==> src/rtl/reset_sequencer_pkg.sv <==
// Shared types for the reset sequencer: FSM states,
// reset cause encoding and reset scope.
package reset_sequencer_pkg;

  typedef enum logic [2:0] {
    IDLE,
    HALT,
    HOLD,
    REL_MEM,
    REL_PERIPH,
    REL_CPU,
    START
  } state_t;

  typedef enum logic [1:0] {
    CAUSE_POR    = 2'd0,
    CAUSE_GLOBAL = 2'd1,
    CAUSE_WDG    = 2'd2,
    CAUSE_SOFT   = 2'd3
  } cause_t;

  typedef enum logic {
    SCOPE_GLOBAL = 1'b0,
    SCOPE_CPU    = 1'b1
  } scope_t;

  function automatic int max3(input int a, input int b, input int c);
    int m;
    m = (a > b) ? a : b;
    return (m > c) ? m : c;
  endfunction

endpackage

==> src/rtl/reset_sync.sv <==
// Two-flop reset synchronizer: asserts asynchronously,
// deasserts synchronously to i_clock.
module reset_sync (
  input  logic i_clock,
  input  logic i_reset,
  output logic o_reset
);

  logic r_meta;
  logic r_sync;

  always_ff @(posedge i_clock or posedge i_reset) begin
    if (i_reset) begin
      r_meta <= 1'b1;
      r_sync <= 1'b1;
    end else begin
      r_meta <= 1'b0;
      r_sync <= r_meta;
    end
  end

  assign o_reset = r_sync;

endmodule

==> src/rtl/reset_sequencer.sv <==
// Central reset controller: halt handshake, per-domain reset
// assertion and ordered release memory -> peripherals -> CPU.
module reset_sequencer
  import reset_sequencer_pkg::*;
#(
  parameter int HOLD_CYCLES  = 16,
  parameter int STAGE_DELAY  = 8,
  parameter int HALT_TIMEOUT = 1024
) (
  input  logic       i_clock,
  input  logic       i_reset,
  input  logic       i_req_soft,
  input  logic       i_req_global,
  input  logic       i_req_wdg,
  input  logic       i_halt_ack,
  output logic       o_halt_req,
  output logic       o_reset_mem,
  output logic       o_reset_periph,
  output logic       o_reset_cpu,
  output logic       o_start,
  output logic       o_busy,
  output logic [1:0] o_cause
);

  localparam int CW =
    $clog2(max3(HOLD_CYCLES, STAGE_DELAY, HALT_TIMEOUT)) + 1;
  localparam logic [CW-1:0] HOLD_LAST  = CW'(HOLD_CYCLES - 1);
  localparam logic [CW-1:0] STAGE_LAST = CW'(STAGE_DELAY - 1);
  localparam logic [CW-1:0] HALT_LAST  = CW'(HALT_TIMEOUT - 1);

  logic          w_rst;
  state_t        r_state, w_state_nxt;
  logic [CW-1:0] r_cnt, w_cnt_nxt;
  scope_t        r_scope, w_scope_nxt;
  cause_t        r_cause, w_cause_nxt;
  logic          w_hard;
  cause_t        w_hard_cause;

  logic w_halt_nxt, w_mem_nxt, w_periph_nxt;
  logic w_cpu_nxt, w_start_nxt, w_busy_nxt;

  reset_sync u_sync (
    .i_clock (i_clock),
    .i_reset (i_reset),
    .o_reset (w_rst)
  );

  assign w_hard = i_req_global | i_req_wdg;
  assign w_hard_cause = i_req_global ? CAUSE_GLOBAL : CAUSE_WDG;

  always_ff @(posedge i_clock or posedge w_rst) begin
    if (w_rst) begin
      r_state <= HOLD;
      r_cnt   <= '0;
      r_scope <= SCOPE_GLOBAL;
      r_cause <= CAUSE_POR;
    end else begin
      r_state <= w_state_nxt;
      r_cnt   <= w_cnt_nxt;
      r_scope <= w_scope_nxt;
      r_cause <= w_cause_nxt;
    end
  end

  always_comb begin
    w_state_nxt = r_state;
    w_scope_nxt = r_scope;
    w_cause_nxt = r_cause;
    w_cnt_nxt   = r_cnt + 1'b1;
    if (r_state == IDLE) begin
      w_cnt_nxt = '0;
      if (w_hard) begin
        w_state_nxt = HALT;
        w_scope_nxt = SCOPE_GLOBAL;
        w_cause_nxt = w_hard_cause;
      end else if (i_req_soft) begin
        w_state_nxt = HALT;
        w_scope_nxt = SCOPE_CPU;
        w_cause_nxt = CAUSE_SOFT;
      end
    end else if (w_hard) begin
      // CPU is already halted or in reset: skip the handshake
      w_state_nxt = HOLD;
      w_scope_nxt = SCOPE_GLOBAL;
      w_cause_nxt = w_hard_cause;
    end else begin
      unique case (r_state)
        HALT:
          if (i_halt_ack || r_cnt == HALT_LAST)
            w_state_nxt = HOLD;
        HOLD:
          if (r_cnt == HOLD_LAST) begin
            if (r_scope == SCOPE_GLOBAL) w_state_nxt = REL_MEM;
            else w_state_nxt = REL_CPU;
          end
        REL_MEM:
          if (r_cnt == STAGE_LAST) w_state_nxt = REL_PERIPH;
        REL_PERIPH:
          if (r_cnt == STAGE_LAST) w_state_nxt = REL_CPU;
        REL_CPU:
          if (r_cnt == STAGE_LAST) w_state_nxt = START;
        default:
          w_state_nxt = IDLE;
      endcase
    end
    if (w_state_nxt != r_state || (r_state != IDLE && w_hard))
      w_cnt_nxt = '0;
  end

  always_comb begin
    w_halt_nxt   = 1'b0;
    w_mem_nxt    = 1'b0;
    w_periph_nxt = 1'b0;
    w_cpu_nxt    = 1'b0;
    w_start_nxt  = 1'b0;
    w_busy_nxt   = (w_state_nxt != IDLE);
    unique case (w_state_nxt)
      HALT: w_halt_nxt = 1'b1;
      HOLD: begin
        w_mem_nxt    = (w_scope_nxt == SCOPE_GLOBAL);
        w_periph_nxt = (w_scope_nxt == SCOPE_GLOBAL);
        w_cpu_nxt    = 1'b1;
      end
      REL_MEM: begin
        w_periph_nxt = 1'b1;
        w_cpu_nxt    = 1'b1;
      end
      REL_PERIPH: w_cpu_nxt = 1'b1;
      START: w_start_nxt = 1'b1;
      default: ;
    endcase
  end

  always_ff @(posedge i_clock or posedge w_rst) begin
    if (w_rst) begin
      o_halt_req     <= 1'b0;
      o_reset_mem    <= 1'b1;
      o_reset_periph <= 1'b1;
      o_reset_cpu    <= 1'b1;
      o_start        <= 1'b0;
      o_busy         <= 1'b1;
      o_cause        <= CAUSE_POR;
    end else begin
      o_halt_req     <= w_halt_nxt;
      o_reset_mem    <= w_mem_nxt;
      o_reset_periph <= w_periph_nxt;
      o_reset_cpu    <= w_cpu_nxt;
      o_start        <= w_start_nxt;
      o_busy         <= w_busy_nxt;
      o_cause        <= w_cause_nxt;
    end
  end

endmodule

==> config.mk <==
export PLATFORM = sky130hd
export DESIGN_NAME = reset_sequencer
export DESIGN_NICKNAME = d
export VERILOG_FILES = /design/src/rtl/reset_sequencer_pkg.sv /design/src/rtl/reset_sync.sv /design/src/rtl/reset_sequencer.sv
export SDC_FILE = /design/constraint.sdc
export NUM_CORES = 1
export LEC_CHECK = 0
export ABC_CLOCK_PERIOD_IN_PS = 1200
export CORE_MARGIN = 4
export CORE_UTILIZATION = 46
export DETAILED_ROUTE_END_ITERATION = 6
export DONT_BUFFER_PORTS = 1
export PLACE_DENSITY = 0.63
export SLEW_MARGIN = 30
export SYNTH_ARGS = -nofsm -noshare
export SYNTH_HDL_FRONTEND = slang
export SYNTH_HIERARCHICAL = 1
export SYNTH_SLANG_ARGS = --single-unit
==> constraint.sdc <==
create_clock -name i_clock -period 1.2 [get_ports i_clock]
set_input_delay 0.24 -clock i_clock [delete_from_list [all_inputs] [get_ports i_clock]]
set_output_delay 0.24 -clock i_clock [all_outputs]
set_load 0.005 [all_outputs]
# Word-level counts from Yosys, hierarchy flattened
# Cells that the tools add are included.
# word_totals
regBits,25
# classes
addsub,1
eq_ne,14
n_mux,27
bitwise_logic,2
reduce_logical,10
# op_table
cell,count
$mux 3,10
$mux 11,2
$pmux 3 s5,1
$eq 3x2->1 const B,4
$eq 3x3->1 const B,4
$add 11x1->11 const B,1
$eq 11x10->1 const B,1
$eq 11x3->1 const B,1
$eq 11x4->1 const B,1
$mux 2,5
$mux 1,8
$eq 3x1->1 const B,2
$reduce_bool 3->1,2
$reduce_bool 2->1,2
$logic_not 3->1,1
$ne 3x3->1,1
$reduce_or 3->1,1
$logic_or 1x1->1,2
$pmux 1 s2,1
$reduce_and 2->1,1
$logic_and 1x1->1,1
$not 1->1,1
$or 1x1->1,1

# Longest topological paths before layout
# logic_depth
depth_word,9
mapped_depth,7

# By module
# The synthesis kept the hierarchy.
# by_module_without_submodules
mod,instances,cells_per_inst,area_each_um2,seq_area_each_um2
reset_sequencer,1,127,1244.9,581.8
reset_sync,1,4,60.1,52.6

# Worst setup path after synthesis
# Ideal clock, no wire load.
# synth_path
path_type,flip-flop to flip-flop
start,register r_cnt[6]
end,register o_reset_mem
setup_time_ps,88
t_arrival_ps,1896
required_ps,1112
path_slack_ps,-784
path_stages_with_launch,7
path_buffers,1
period_less_slack_ps,1984
cell_sequence,dfrtp_1 or4_4 nor4_4 nand3_1 and4b_1 buf_6 nor4_4
# synth_between
elab_chain_cells,8
# synth_lines
item,line,rtl
"start, declared",reset_sequencer.sv:33,"logic [CW-1:0] r_cnt, w_cnt_nxt;"
"start signal, assigned",reset_sequencer.sv:59,r_cnt <= w_cnt_nxt;
$eq 11x10->1,reset_sequencer.sv:89,if (i_halt_ack || r_cnt == HALT_LAST)
$logic_or 1x1->1,reset_sequencer.sv:89,
$mux 3,reset_sequencer.sv:89,
$pmux 3 s5 *,reset_sequencer.sv:87,unique case (r_state)
$mux 3 *,reset_sequencer.sv:81,end else if (w_hard) begin
$mux 3 *,reset_sequencer.sv:70,if (r_state == IDLE) begin
$eq 3x2->1 *,reset_sequencer.sv:117,unique case (w_state_nxt)
$mux 1 *,reset_sequencer.sv:117,
named net w_mem_nxt,reset_sequencer.sv:39,"logic w_halt_nxt, w_mem_nxt, w_periph_nxt;"
"end signal, assigned",reset_sequencer.sv:145,o_reset_mem <= w_mem_nxt;
"end, declared",reset_sequencer.sv:17,"output logic o_reset_mem,"
# Mark *: on every way through the listed nets, which the timed path passes. The rest lies on a longest branch.
# A chain may end at the register's enable or synchronous reset.

# Worst setup path after layout
# layout_path
start,register r_cnt[10]
end,register o_reset_cpu
# layout_between
elab_chain_cells,9
# layout_lines
item,line,rtl
$eq 11x10->1,reset_sequencer.sv:89,
$logic_or 1x1->1,reset_sequencer.sv:89,
$mux 3,reset_sequencer.sv:89,
$pmux 3 s5 *,reset_sequencer.sv:87,
$mux 3 *,reset_sequencer.sv:81,
$mux 3 *,reset_sequencer.sv:70,
$eq 3x3->1 or $eq 3x2->1 (tied branches),reset_sequencer.sv:117,
$reduce_or 3->1 (no line) *,n/a,
$mux 1 *,reset_sequencer.sv:117,
named net w_cpu_nxt,reset_sequencer.sv:40,"logic w_cpu_nxt, w_start_nxt, w_busy_nxt;"
"end signal, assigned",reset_sequencer.sv:147,o_reset_cpu <= w_cpu_nxt;
"end, declared",reset_sequencer.sv:19,"output logic o_reset_cpu,"
# Marks and branches as above.

==> metrics <==
outcome finished, violations left; failing checks setup timing; Adder-Cell Fraction of Synth Area less than 1%; non-filler cells, final 207; clk buf depth 2; fin worst setup slack -0.755 ns; Post-Synth XOR/XNOR Area under 10%; slowest stage delay, CP 0.59 ns; CTS tree yes; critical-path cell list or4_4 > nor4_4 > nand3_1 > and4b_2 > buf_4 > mux2i_1; net count after synthesis 138; Slowest cell on crit path or4_4; layout cell share with drive strength beyond 1 a little under half; delay-heaviest family, CP simple AND/OR/NAND/NOR gates; asr flop ratio synth 100%; Crit Path Category register to register; Buf+Inv Stages, Crit Path 1; Reg-to-Reg End o_reset_cpu$_DFF_PP1_; Ports 14; grt total ovfl 0; CP Capture Type register; flops & latches, synth 25; Layout fillers between 150 and 200; most frequent cells in the layout 38 x buf_4, 17 x dfrtp_1, 16 x nor2_1; largest net degree at the start of global routing 24; routed wire length roughly 3200 um; core area 2730 um2; Cell Area, Synth 1310 um2; final count of negative-setup-slack endpoints 23; router iterations before antenna repair 4; Post-synth EDFFs 0; R2R depth 6; CTS Buf Count 3; DR top layer met4; CTS H-tree depth 1; vias in the first global route 1,177; CP Launch Type register; Final #Nets 184; placed cell area 1600 um2; total power about 1.3 mW; CP Max Fanout 5; wl on met1 1350 um; Hold Path End o_cause[0]$_DFFE_PP0P_; DRC 0; main combinational cell family by area after synthesis simple AND/OR/NAND/NOR gates; Top FF cell, synth dfrtp_1; gp weighted congestion between 0.9 and 1; Worst Clk Skew 0.00469 ns; part of the Yosys area used for sequential elements 48.6%; total of warnings raised by yosys 6; Worst-Skew Late Latency 0.32 ns; met3 wire len about 140 um; worst path required time 1.46 ns; Reg2Reg Setup Slack -0.76 ns; Slew Limit Fails 0; P&R area growth vs syn 44.6%; post-synth top area share 34.5%; worst hold start i_req_global; die width a little over 60 um; Power Dens Cells 704 nW/um2; Yosys cell types 42; wire length per cell between 15 and 20 um; Synth Area in Simple Gates between 20% and 30%; reg2reg start r_cnt[10]$_DFF_PP0_; Placed Cells 188; Synth Area in Compound Gates 10.8%; vias per inst 5.44; first-pass GRT wire length 5220 um; final worst path period share 163%; final hold vios 0; Final ANT Viol Nets 0; Vias roughly 1,100; clock sink count 25; Die H 61.3 um; WHS Path Cells 1; clock slew at reported path FFs 0.14 ns; main area contributors after synthesis dfrtp_1 35%, dfstp_2 14%, nor2_1 5.2%; FP Rows 19; RSZ-0062 raised after global routing yes; area of the die 3750 um2; area leader, netlist dfrtp_1; Initial DRC Count 27; final core area utilization 69.0%; Detail Placement HPWL 2110 um; Initial Util 47.7%; cell area after layout 1890 um2; MaxCap Viol Count 0; IO Port Bufs 0; Worst VDD drop 581 uV; most common cell after layout, fill and taps aside buf_4; Hold Path Class primary input to register; mean post-synth cell area 9.96 um2; initial antenna violation count 0; fin crit period 1.96 ns; max frequency 511 MHz; synthesized instance count 131; worst path arrival time 2.21 ns; post-synthesis mux area share 1.53%; GRT Util Overall a little under a fifth; root buffer cell clkbuf_4; Leak 0.831 nW; ANT cells 0; routed length on met2 1640 um
## sequential cells by signal (all words and copies together) (netlist names)
signal / count
o_busy: 1
o_halt_req: 1
o_cause: 2
u_sync/r_meta: 1
o_start: 1
o_reset_periph: 1
r_cnt: 11
r_state: 3
u_sync/o_reset: 1
o_reset_cpu: 1
r_scope: 1
o_reset_mem: 1
## power by group
| group | switching (mW) | internal [mW] | leakage, nW |
|---|---|---|---|
| logic | 0.0427 | 0.0406 | 0.495 |
| clock network | 0.253 | 0.125 | 0.0177 |
| registers | 0.00919 | 0.857 | 0.318 |
## cell type report
class | instances | area, um2 | share of cell area (%)
clock buffers | 3 | 22.5 | 1.19
clock inverters | 1 | 5.00 | 0.265
inverters | 6 | 22.5 | 1.19
multi-input cells | 93 | 751 | 39.8
flip-flops and latches | 25 | 636 | 33.7
well taps | 31 | 38.8 | 2.06
repair buffers | 48 | 412 | 21.8
## worst register-to-register path, stage by stage (launching register included)
cell,delay [ns]
dfrtp_1,0.40
or4_4,0.59
nor4_4,0.23
nand3_1,0.11
and4b_2,0.28
buf_4,0.15
mux2i_1,0.14
## per-stage QoR
stage | setup TNS [ns] | setup slack (ns) | hold WS [ns]
after floorplan | -8.93 | -0.635 | 0.152
after global placement | -9.96 | -0.687 | 0.154
after detailed placement | -10.97 | -0.781 | 0.162
after CTS | -11.04 | -0.758 | 0.0266
after global routing | -13.04 | -0.833 | 0.00983
final | -11.16 | -0.755 | 0.0272
## cells in the mapped netlist (2+ instances only)
master	number
dfrtp_1	18
nor2_1	18
dfstp_2	7
nand2_1	7
nor3_1	7
nand3_1	6
inv_1	5
nor2b_1	5
xnor2_1	5
xor2_1	5
a211oi_1	4
a21oi_1	3
buf_2	3
clkbuf_1	3
o21ai_0	3
a21o_1	2
mux2i_1	2
nand2b_1	2
nand3b_1	2
nor4_4	2
## metal layers
layer | global-route usage, % | vias up
li1 | - | 542
met1 | 23.5 | 548
met2 | 32.9 | 28
met3 | 4.19 | 8
met4 | 6.50 | 0
met5 | 0 | -
## repair_timing
action | 4_1_cts | 5_1_grt
setup buffers | 7 | 6
gates resized for setup | 15 | 16
hold buffers | 3 | 0
pin swaps | 8 | 14
endpoints found under the setup margin | 23 | 23
endpoints found under the hold margin | 4 | 0
## worst max path at each step
| stage | from | endpoint | cells past startpoint |
|---|---|---|---|
| floorplan | r_cnt[10]$_DFF_PP0_ | o_reset_mem$_DFF_PP1_ | 6 |
| global route | r_cnt[10]$_DFF_PP0_ | o_reset_mem$_DFF_PP1_ | 5 |
| detailed placement | r_cnt[10]$_DFF_PP0_ | o_reset_mem$_DFF_PP1_ | 6 |
| global placement | r_cnt[10]$_DFF_PP0_ | o_reset_mem$_DFF_PP1_ | 6 |
| finish | r_cnt[10]$_DFF_PP0_ | o_reset_cpu$_DFF_PP1_ | 6 |
| CTS | r_cnt[5]$_DFF_PP0_ | o_reset_mem$_DFF_PP1_ | 5 |
## cell families after synthesis
kind of cell,Yosys count
buffers and inverters,13
adders and majority gates,1
xor gates and xnor gates,10
muxes,2
other,1
DFF,25
and+or+nand+nor,60
AOI/OAI and AO/OA,19
(Power assumes the default switching activity.)
